$ cat src/rtl/adc_seq_pkg.sv
// adc_seq_pkg
// Shared definitions for the oversampling ADC sequencer:
//   - seq_state_t   : sequencer FSM states
//   - ACC_EXTRA_W   : accumulator headroom bits above the ADC width
//   - OSR_SEL_MAX   : largest meaningful OSR select (256 conversions)
//   - osr_clamp()   : folds out-of-range OSR selects onto OSR_SEL_MAX
//   - osr_count()   : number of conversions for a clamped OSR select
package adc_seq_pkg;

    typedef enum logic [2:0] {
        ST_IDLE,
        ST_START,
        ST_WAIT,
        ST_OUT,
        ST_NEXT
    } seq_state_t;

    // 256 samples of a full-scale code need 8 extra bits.
    localparam int ACC_EXTRA_W = 8;

    localparam logic [2:0] OSR_SEL_MAX = 3'd4;

    // Sample counter width: must hold 256.
    localparam int OSR_CNT_W = 9;

    localparam logic [OSR_CNT_W-1:0] OSR_ONE = 9'd1;

    function automatic logic [2:0] osr_clamp(input logic [2:0] sel);
        return (sel > OSR_SEL_MAX) ? OSR_SEL_MAX : sel;
    endfunction

    // OSR = 4**sel for a clamped select (1, 4, 16, 64, 256).
    function automatic logic [OSR_CNT_W-1:0] osr_count(input logic [2:0] sel_c);
        return OSR_ONE << {sel_c, 1'b0};
    endfunction

endpackage

$ cat src/rtl/adc_seq_sync.sv
// adc_seq_sync
// Brings the ADC's conv_done level into the clk domain through two flops and
// produces a one-cycle pulse on each synchronized rising edge.
// Ports:
//   clk, rst  : clock, asynchronous active-high reset (all flops to 0)
//   async_i   : asynchronous level from the ADC macro
//   rise_o    : one-cycle pulse, high in the cycle after the 2nd sync stage
//               first sees the new high level
module adc_seq_sync (
    input  logic clk,
    input  logic rst,
    input  logic async_i,
    output logic rise_o
);

    // [0],[1]: synchronizer stages; [2]: previous value of stage [1].
    logic [2:0] sync_reg;

    always_ff @(posedge clk or posedge rst) begin
        if (rst) begin
            sync_reg <= '0;
        end else begin
            sync_reg <= {sync_reg[1:0], async_i};
        end
    end

    assign rise_o = sync_reg[1] & ~sync_reg[2];

endmodule

$ cat src/rtl/adc_osr_seq.sv
// adc_osr_seq
// Multi-channel SAR ADC conversion sequencer with oversampling averaging.
// Scans the latched channel mask from the lowest enabled channel upwards,
// runs OSR conversions per channel, and presents the truncated average on a
// valid/ready result port.
// Parameters: NCH (channels, 1..16), DATA_W (ADC width), TIMEOUT_CYC.
// Ports:
//   clk, rst       : clock, asynchronous active-high reset
//   start_i        : begin a round (only looked at in IDLE)
//   cont_i         : continuous mode, looked at when a round ends
//   osr_sel_i      : OSR select 0..4 -> 1..256, 5..7 treated as 4
//   ch_mask_i      : enabled channels
//   start_conv_o   : one-cycle conversion start pulse to the ADC
//   ch_sel_o       : analog mux select
//   conv_done_i    : ADC finished (asynchronous level)
//   adc_data_i     : ADC result, stable while conv_done_i is high
//   res_valid_o / res_ready_i / res_data_o / res_ch_o : result handshake
//   busy_o         : sequencer not idle
//   timeout_o      : sticky conversion-timeout flag
// Build option: define ADC_SEQ_TIMEOUT_EN to abort a conversion that gets no
// done edge within TIMEOUT_CYC cycles (channel skipped, timeout_o set).
// Without it WAIT waits forever and timeout_o is a constant 0.
module adc_osr_seq
    import adc_seq_pkg::*;
#(
    parameter int NCH         = 4,
    parameter int DATA_W      = 16,
    parameter int TIMEOUT_CYC = 1024,
    localparam int CH_W       = (NCH > 1) ? $clog2(NCH) : 1
) (
    input  logic              clk,
    input  logic              rst,
    input  logic              start_i,
    input  logic              cont_i,
    input  logic [2:0]        osr_sel_i,
    input  logic [NCH-1:0]    ch_mask_i,
    output logic              start_conv_o,
    output logic [CH_W-1:0]   ch_sel_o,
    input  logic              conv_done_i,
    input  logic [DATA_W-1:0] adc_data_i,
    output logic              res_valid_o,
    input  logic              res_ready_i,
    output logic [DATA_W-1:0] res_data_o,
    output logic [CH_W-1:0]   res_ch_o,
    output logic              busy_o,
    output logic              timeout_o
);

    localparam int ACC_W = DATA_W + ACC_EXTRA_W;

    seq_state_t             state_reg;
    logic [NCH-1:0]         mask_reg;
    logic [2:0]             osr_reg;
    logic [CH_W-1:0]        ch_reg;
    logic [ACC_W-1:0]       acc_reg;
    logic [OSR_CNT_W-1:0]   cnt_reg;
    logic                   start_conv_reg;
    logic                   res_valid_reg;
    logic [DATA_W-1:0]      res_data_reg;
    logic [CH_W-1:0]        res_ch_reg;
    logic                   busy_reg;

    logic                   done_rise;
    logic [ACC_W-1:0]       acc_sum;
    logic [OSR_CNT_W-1:0]   cnt_inc;
    logic [NCH-1:0]         above_mask;
    logic [CH_W-1:0]        next_ch;
    logic                   next_found;

    adc_seq_sync u_sync (
        .clk     (clk),
        .rst     (rst),
        .async_i (conv_done_i),
        .rise_o  (done_rise)
    );

    // Lowest set bit of a channel mask (0 when the mask is empty).
    function automatic logic [CH_W-1:0] lowest_ch(input logic [NCH-1:0] m);
        logic [CH_W-1:0] ch;
        ch = '0;
        for (int i = NCH - 1; i >= 0; i--) begin
            if (m[i]) begin
                ch = CH_W'(i);
            end
        end
        return ch;
    endfunction

    // Enabled channels strictly above the current one; the lowest of these
    // is the next channel of the round.
    genvar gi;
    generate
        for (gi = 0; gi < NCH; gi++) begin : g_above
            assign above_mask[gi] = mask_reg[gi] && (CH_W'(gi) > ch_reg);
        end
    endgenerate

    assign next_found = |above_mask;
    assign next_ch    = lowest_ch(above_mask);
    assign acc_sum    = acc_reg + ACC_W'(adc_data_i);
    assign cnt_inc    = cnt_reg + 1'b1;

`ifdef ADC_SEQ_TIMEOUT_EN
    localparam int WAIT_W = $clog2(TIMEOUT_CYC + 1);
    logic [WAIT_W-1:0] wait_cnt_reg;
    logic              timeout_reg;
`endif

    always_ff @(posedge clk or posedge rst) begin
        if (rst) begin
            state_reg      <= ST_IDLE;
            mask_reg       <= '0;
            osr_reg        <= '0;
            ch_reg         <= '0;
            acc_reg        <= '0;
            cnt_reg        <= '0;
            start_conv_reg <= 1'b0;
            res_valid_reg  <= 1'b0;
            res_data_reg   <= '0;
            res_ch_reg     <= '0;
            busy_reg       <= 1'b0;
`ifdef ADC_SEQ_TIMEOUT_EN
            wait_cnt_reg   <= '0;
            timeout_reg    <= 1'b0;
`endif
        end else begin
            start_conv_reg <= 1'b0;
            case (state_reg)
                ST_IDLE: begin
                    if (start_i && (|ch_mask_i)) begin
                        mask_reg       <= ch_mask_i;
                        osr_reg        <= osr_clamp(osr_sel_i);
                        ch_reg         <= lowest_ch(ch_mask_i);
                        acc_reg        <= '0;
                        cnt_reg        <= '0;
                        start_conv_reg <= 1'b1;
                        busy_reg       <= 1'b1;
                        state_reg      <= ST_START;
`ifdef ADC_SEQ_TIMEOUT_EN
                        timeout_reg    <= 1'b0;
`endif
                    end
                end

                // start_conv_o is already high for this cycle.
                ST_START: begin
                    state_reg <= ST_WAIT;
`ifdef ADC_SEQ_TIMEOUT_EN
                    wait_cnt_reg <= '0;
`endif
                end

                ST_WAIT: begin
                    if (done_rise) begin
                        acc_reg <= acc_sum;
                        cnt_reg <= cnt_inc;
                        if (cnt_inc < osr_count(osr_reg)) begin
                            // Go straight to the next conversion pulse.
                            start_conv_reg <= 1'b1;
                            state_reg      <= ST_START;
                        end else begin
                            // Average = sum / 4**sel, truncated to DATA_W.
                            res_data_reg  <= DATA_W'(acc_sum >> {osr_reg, 1'b0});
                            res_ch_reg    <= ch_reg;
                            res_valid_reg <= 1'b1;
                            state_reg     <= ST_OUT;
                        end
                    end
`ifdef ADC_SEQ_TIMEOUT_EN
                    else if (wait_cnt_reg == WAIT_W'(TIMEOUT_CYC - 1)) begin
                        // Abandon this channel; NEXT clears the partial sum.
                        timeout_reg <= 1'b1;
                        state_reg   <= ST_NEXT;
                    end else begin
                        wait_cnt_reg <= wait_cnt_reg + 1'b1;
                    end
`endif
                end

                ST_OUT: begin
                    if (res_valid_reg && res_ready_i) begin
                        res_valid_reg <= 1'b0;
                        state_reg     <= ST_NEXT;
                    end
                end

                ST_NEXT: begin
                    acc_reg <= '0;
                    cnt_reg <= '0;
                    if (next_found) begin
                        ch_reg         <= next_ch;
                        start_conv_reg <= 1'b1;
                        state_reg      <= ST_START;
                    end else if (cont_i) begin
                        // New round with the configuration latched at start.
                        ch_reg         <= lowest_ch(mask_reg);
                        start_conv_reg <= 1'b1;
                        state_reg      <= ST_START;
                    end else begin
                        busy_reg  <= 1'b0;
                        state_reg <= ST_IDLE;
                    end
                end

                default: begin
                    state_reg <= ST_IDLE;
                    busy_reg  <= 1'b0;
                end
            endcase
        end
    end

    assign start_conv_o = start_conv_reg;
    assign ch_sel_o     = ch_reg;
    assign res_valid_o  = res_valid_reg;
    assign res_data_o   = res_data_reg;
    assign res_ch_o     = res_ch_reg;
    assign busy_o       = busy_reg;

`ifdef ADC_SEQ_TIMEOUT_EN
    assign timeout_o = timeout_reg;
`else
    // Timeout logic is compiled out; the flag is constant 0 for any usable
    // TIMEOUT_CYC.
    assign timeout_o = 1'b0 & (TIMEOUT_CYC == 0);
`endif

endmodule

$ cat config.mk
export PLATFORM = sky130hd
export DESIGN_NAME = adc_osr_seq
export DESIGN_NICKNAME = d
export VERILOG_FILES = /design/src/rtl/adc_seq_pkg.sv /design/src/rtl/adc_seq_sync.sv /design/src/rtl/adc_osr_seq.sv
export SDC_FILE = /design/constraint.sdc
export NUM_CORES = 1
export LEC_CHECK = 0
export BUFFER_PORTS_ARGS = -buffer_cell sky130_fd_sc_hd__clkbuf_2
export CAP_MARGIN = 10
export CORE_MARGIN = 1
export CORE_UTILIZATION = 30
export CTS_BUF_LIST = sky130_fd_sc_hd__clkbuf_4 sky130_fd_sc_hd__clkbuf_8
export CTS_CLUSTER_DIAMETER = 100
export CTS_CLUSTER_SIZE = 28
export DETAILED_ROUTE_END_ITERATION = 8
export PLACE_DENSITY = 0.56
export SLEW_MARGIN = 0
export SYNTH_ARGS = -nofsm -noshare
export SYNTH_HDL_FRONTEND = slang
export SYNTH_SLANG_ARGS = --single-unit
$ cat constraint.sdc
create_clock -name clk -period 3.9 [get_ports clk]
set_input_delay 0.585 -clock clk [delete_from_list [all_inputs] [get_ports clk]]
set_output_delay 0.585 -clock clk [all_outputs]
set_load 0.1 [all_outputs]
==> flow_summary.json <==
{
  "status": "complete, no violations",
  "yosys.cell_types.count": 72,
  "vias": 5003,
  "finalHoldViolations": 0,
  "wl_per_cell_um": 17.83,
  "rsz0062_at_grt": "no",
  "dp_hpwl_um": 11550,
  "synthCells": 617,
  "slowest_delay_ns": 0.52,
  "power.density_nw_per_um2": 882.6,
  "final_core_util": 0.3503,
  "cp-start-kind": "flip-flop",
  "async_flop_share": 1.000,
  "yosysSeqAreaShare": 0.3313,
  "hp-class": "input port to async pin",
  "cts.sinks": 69,
  "detail-route-antenna-nets": 0,
  "finalSetupViolCount": 0,
  "overflow": 0,
  "synth_top_family_by_area": "compound AO/OA/AOI/OAI gates",
  "cts-root-buf": "clkbuf_8",
  "antenna_cells": 0,
  "initial_utilization": 0.3110,
  "chipHeight_um": 133.8,
  "gr-usage-met1": 0.2442,
  "period_minus_slack_ns": 3.188,
  "slew_viol_final": 0,
  "cts_buffer_depth": 2,
  "finalCritPeriodShare": 0.8176,
  "crit_arrival_ns": 3.45,
  "die_w_um": 133.8,
  "antenna_found_initial": 0,
  "peakVddDrop_mv": 0.3984,
  "cts_resized": 0,
  "met3_usage": 0.03741,
  "synth_top_area_share": 0.3313,
  "io_buffers": 51,
  "skew_ns": 0.009496,
  "ys_ff_latch": 69,
  "dp_slack_ns": 0.5074,
  "drt_iter0_markers": 327,
  "required_ns": 4.16,
  "yosysTopAreaCell": "dfrtp_1",
  "ys_top_cells_by_area": "dfrtp_1, ha_1, o21ai_0, nand2_1, nor2_1",
  "slew-limit-headroom": 0.5054,
  "setup_ws_ns": 0.7115,
  "drive_above_1_share": 0.1589,
  "drc": 0,
  "synth_fa_ha_area_frac": 0.05425,
  "crit_fanout": 14,
  "top_usage_layer": "met2",
  "worstMarginPinSlew_ns": 0.7400,
  "synth_enable_flop_cells": 0,
  "num_rows": 47,
  "avgViaCountPerCell": 5.679,
  "yosys.area_share.simple": 0.2019,
  "clock_latency_ns": 0.37,
  "crit_path_frequent_cell": "ha_1",
  "core-area_um2": 16760,
  "nets": 707,
  "fmax_mhz": 313.6,
  "syn_area_um2": 5212,
  "placed_area_um2": 5697,
  "hold_buffers": 0,
  "first_pass_iters": 5,
  "cts_htree_levels": 3,
  "avgSynthCellArea_um2": 8.448,
  "postCtsSetupBuffers": 0,
  "cts_tree": "yes",
  "cp_slowest_cell": "o21ai_2",
  "die_area_um2": 17910,
  "cp_num_buf_inv": 2,
  "track_usage": 0.1845,
  "fin_setup_tns_ns": 0,
  "grt_pass1_wl_um": 25960,
  "synth.mux.area_fraction": 0.03529,
  "syn_nets": 668,
  "synth-main-ff-cell": "dfrtp_1",
  "grt_max_degree": 54,
  "routed_wl_um": 15710,
  "p_total_mw": 5.182,
  "synth_compound_area_frac": 0.2945,
  "path_cells": "ha_1 -> nand2b_1 -> nand2_1 -> ha_1 -> inv_1 -> a31oi_1 -> o311ai_0 -> a41oi_1 -> o21ai_2 -> buf_4 -> a2111oi_0 -> a221o_1",
  "numCtsBuffers": 9,
  "nFillCells": 1762,
  "synth_common_cells": "dfrtp_1, nand2_1, nor2_1",
  "largest_register_ffs": 24,
  "ys.warnings.count": 0,
  "io_pins": 53,
  "grt_pass1_vias": 4922,
  "syn_to_final_growth_pct": 12.63,
  "gp_congestion": 0.8950,
  "maxCapViolations": 0,
  "met2_usage": 0.3002,
  "post-route-cell-area_um2": 5871,
  "synth-xor-area-share": 0.03361,
  "leakage_nw": 2.543,
  "worst_setup_path_end_kind": "flip-flop",
  "critPathKind": "flip-flop to flip-flop",
  "crit_family": "compound AO/OA/AOI/OAI gates",
  "yosys.cell_count.top_type": "dfrtp_1",
  "path_clk_slew_ns": 0.09
}
-- cells by family (layout without fill, tap and decap cells) --
group                      count (synthesis)  in the layout
and+or+nand+nor                          211            211
xor gates and xnor gates                  20             20
adders and majority gates                 22             22
AOI/OAI and AO/OA                        221            221
muxes                                     13             13
DFF                                       69             69
buffers and inverters                     60            104
other                                      1              1
-- cells in the final DEF, fill, tap and decap left out, types with 6 or more instances in the layout --
| cell type | n |
|---|---|
| a21oi_1 | 38 |
| nor2_1 | 51 |
| clkbuf_2 | 51 |
| and2_1 | 9 |
| buf_4 | 17 |
| a22o_1 | 21 |
| nand2b_1 | 11 |
| o211ai_1 | 11 |
| dfrtp_1 | 69 |
| mux2i_1 | 6 |
| o31ai_1 | 7 |
| a211oi_1 | 15 |
| nand2_1 | 51 |
| o21ai_0 | 45 |
| a21o_1 | 18 |
| ha_1 | 21 |
| and3_1 | 10 |
| xnor2_1 | 15 |
| clkbuf_8 | 9 |
| nand4_1 | 9 |
| a31oi_1 | 12 |
| a221o_1 | 6 |
| inv_1 | 17 |
| nand3_1 | 23 |
| nor3_1 | 15 |
-- report_power, final --
group | internal, mW | switching, mW | total (mW)
clock | 0.232 | 0.317 | 0.550
combinational | 1.04 | 2.40 | 3.44
sequential | 0.961 | 0.227 | 1.19
total | 2.23 | 2.95 | 5.18
-- per-stage QoR --
stage	hold slack, ns	instances
final	0.1555	881
after global routing	0.1712	881
after CTS	0.1583	881
after detailed placement	0.3389	865
after global placement	0.3358	865
after floorplan	0.3312	617
-- per-layer routing --
layer / up-vias / part of all wire
met5: - / 0
met4: 0 / 0.017
met3: 19 / 0.053
met2: 151 / 0.48
met1: 2435 / 0.45
li1: 2398 / -
-- layout make-up --
class                           count  area (um^2)  share of cell area
Sequential cell                    69         1727              0.2941
Inverter                           20        75.07             0.01279
Clock buffer                        9        123.9             0.02110
Multi-Input combinational cell    488         3237              0.5514
Clock inverter                      7        50.05            0.008525
Timing Repair Buffer               68        382.9             0.06522
Tap cell                          220        275.3             0.04689
-- final timing paths --
| check | from | endpoint | slack, ns | cells after the start |
|---|---|---|---|---|
| max | cnt_reg[0] | res_data_o[13] | 0.71 | 12 |
| min | rst | mask_reg[2] | 0.16 | 2 |
| max reg2reg | cnt_reg[0] | res_data_o[13] | 0.71 | 12 |
| min reg2reg | u_sync.sync_reg[0] | u_sync.sync_reg[1] | 0.36 | 0 |
| max in group asynchronous | rst | acc_reg[6] | 2.69 | 3 |
| min in group clk | conv_done_i | u_sync.sync_reg[0] | 0.32 | 1 |
Power figures use the tool's default switching activity.
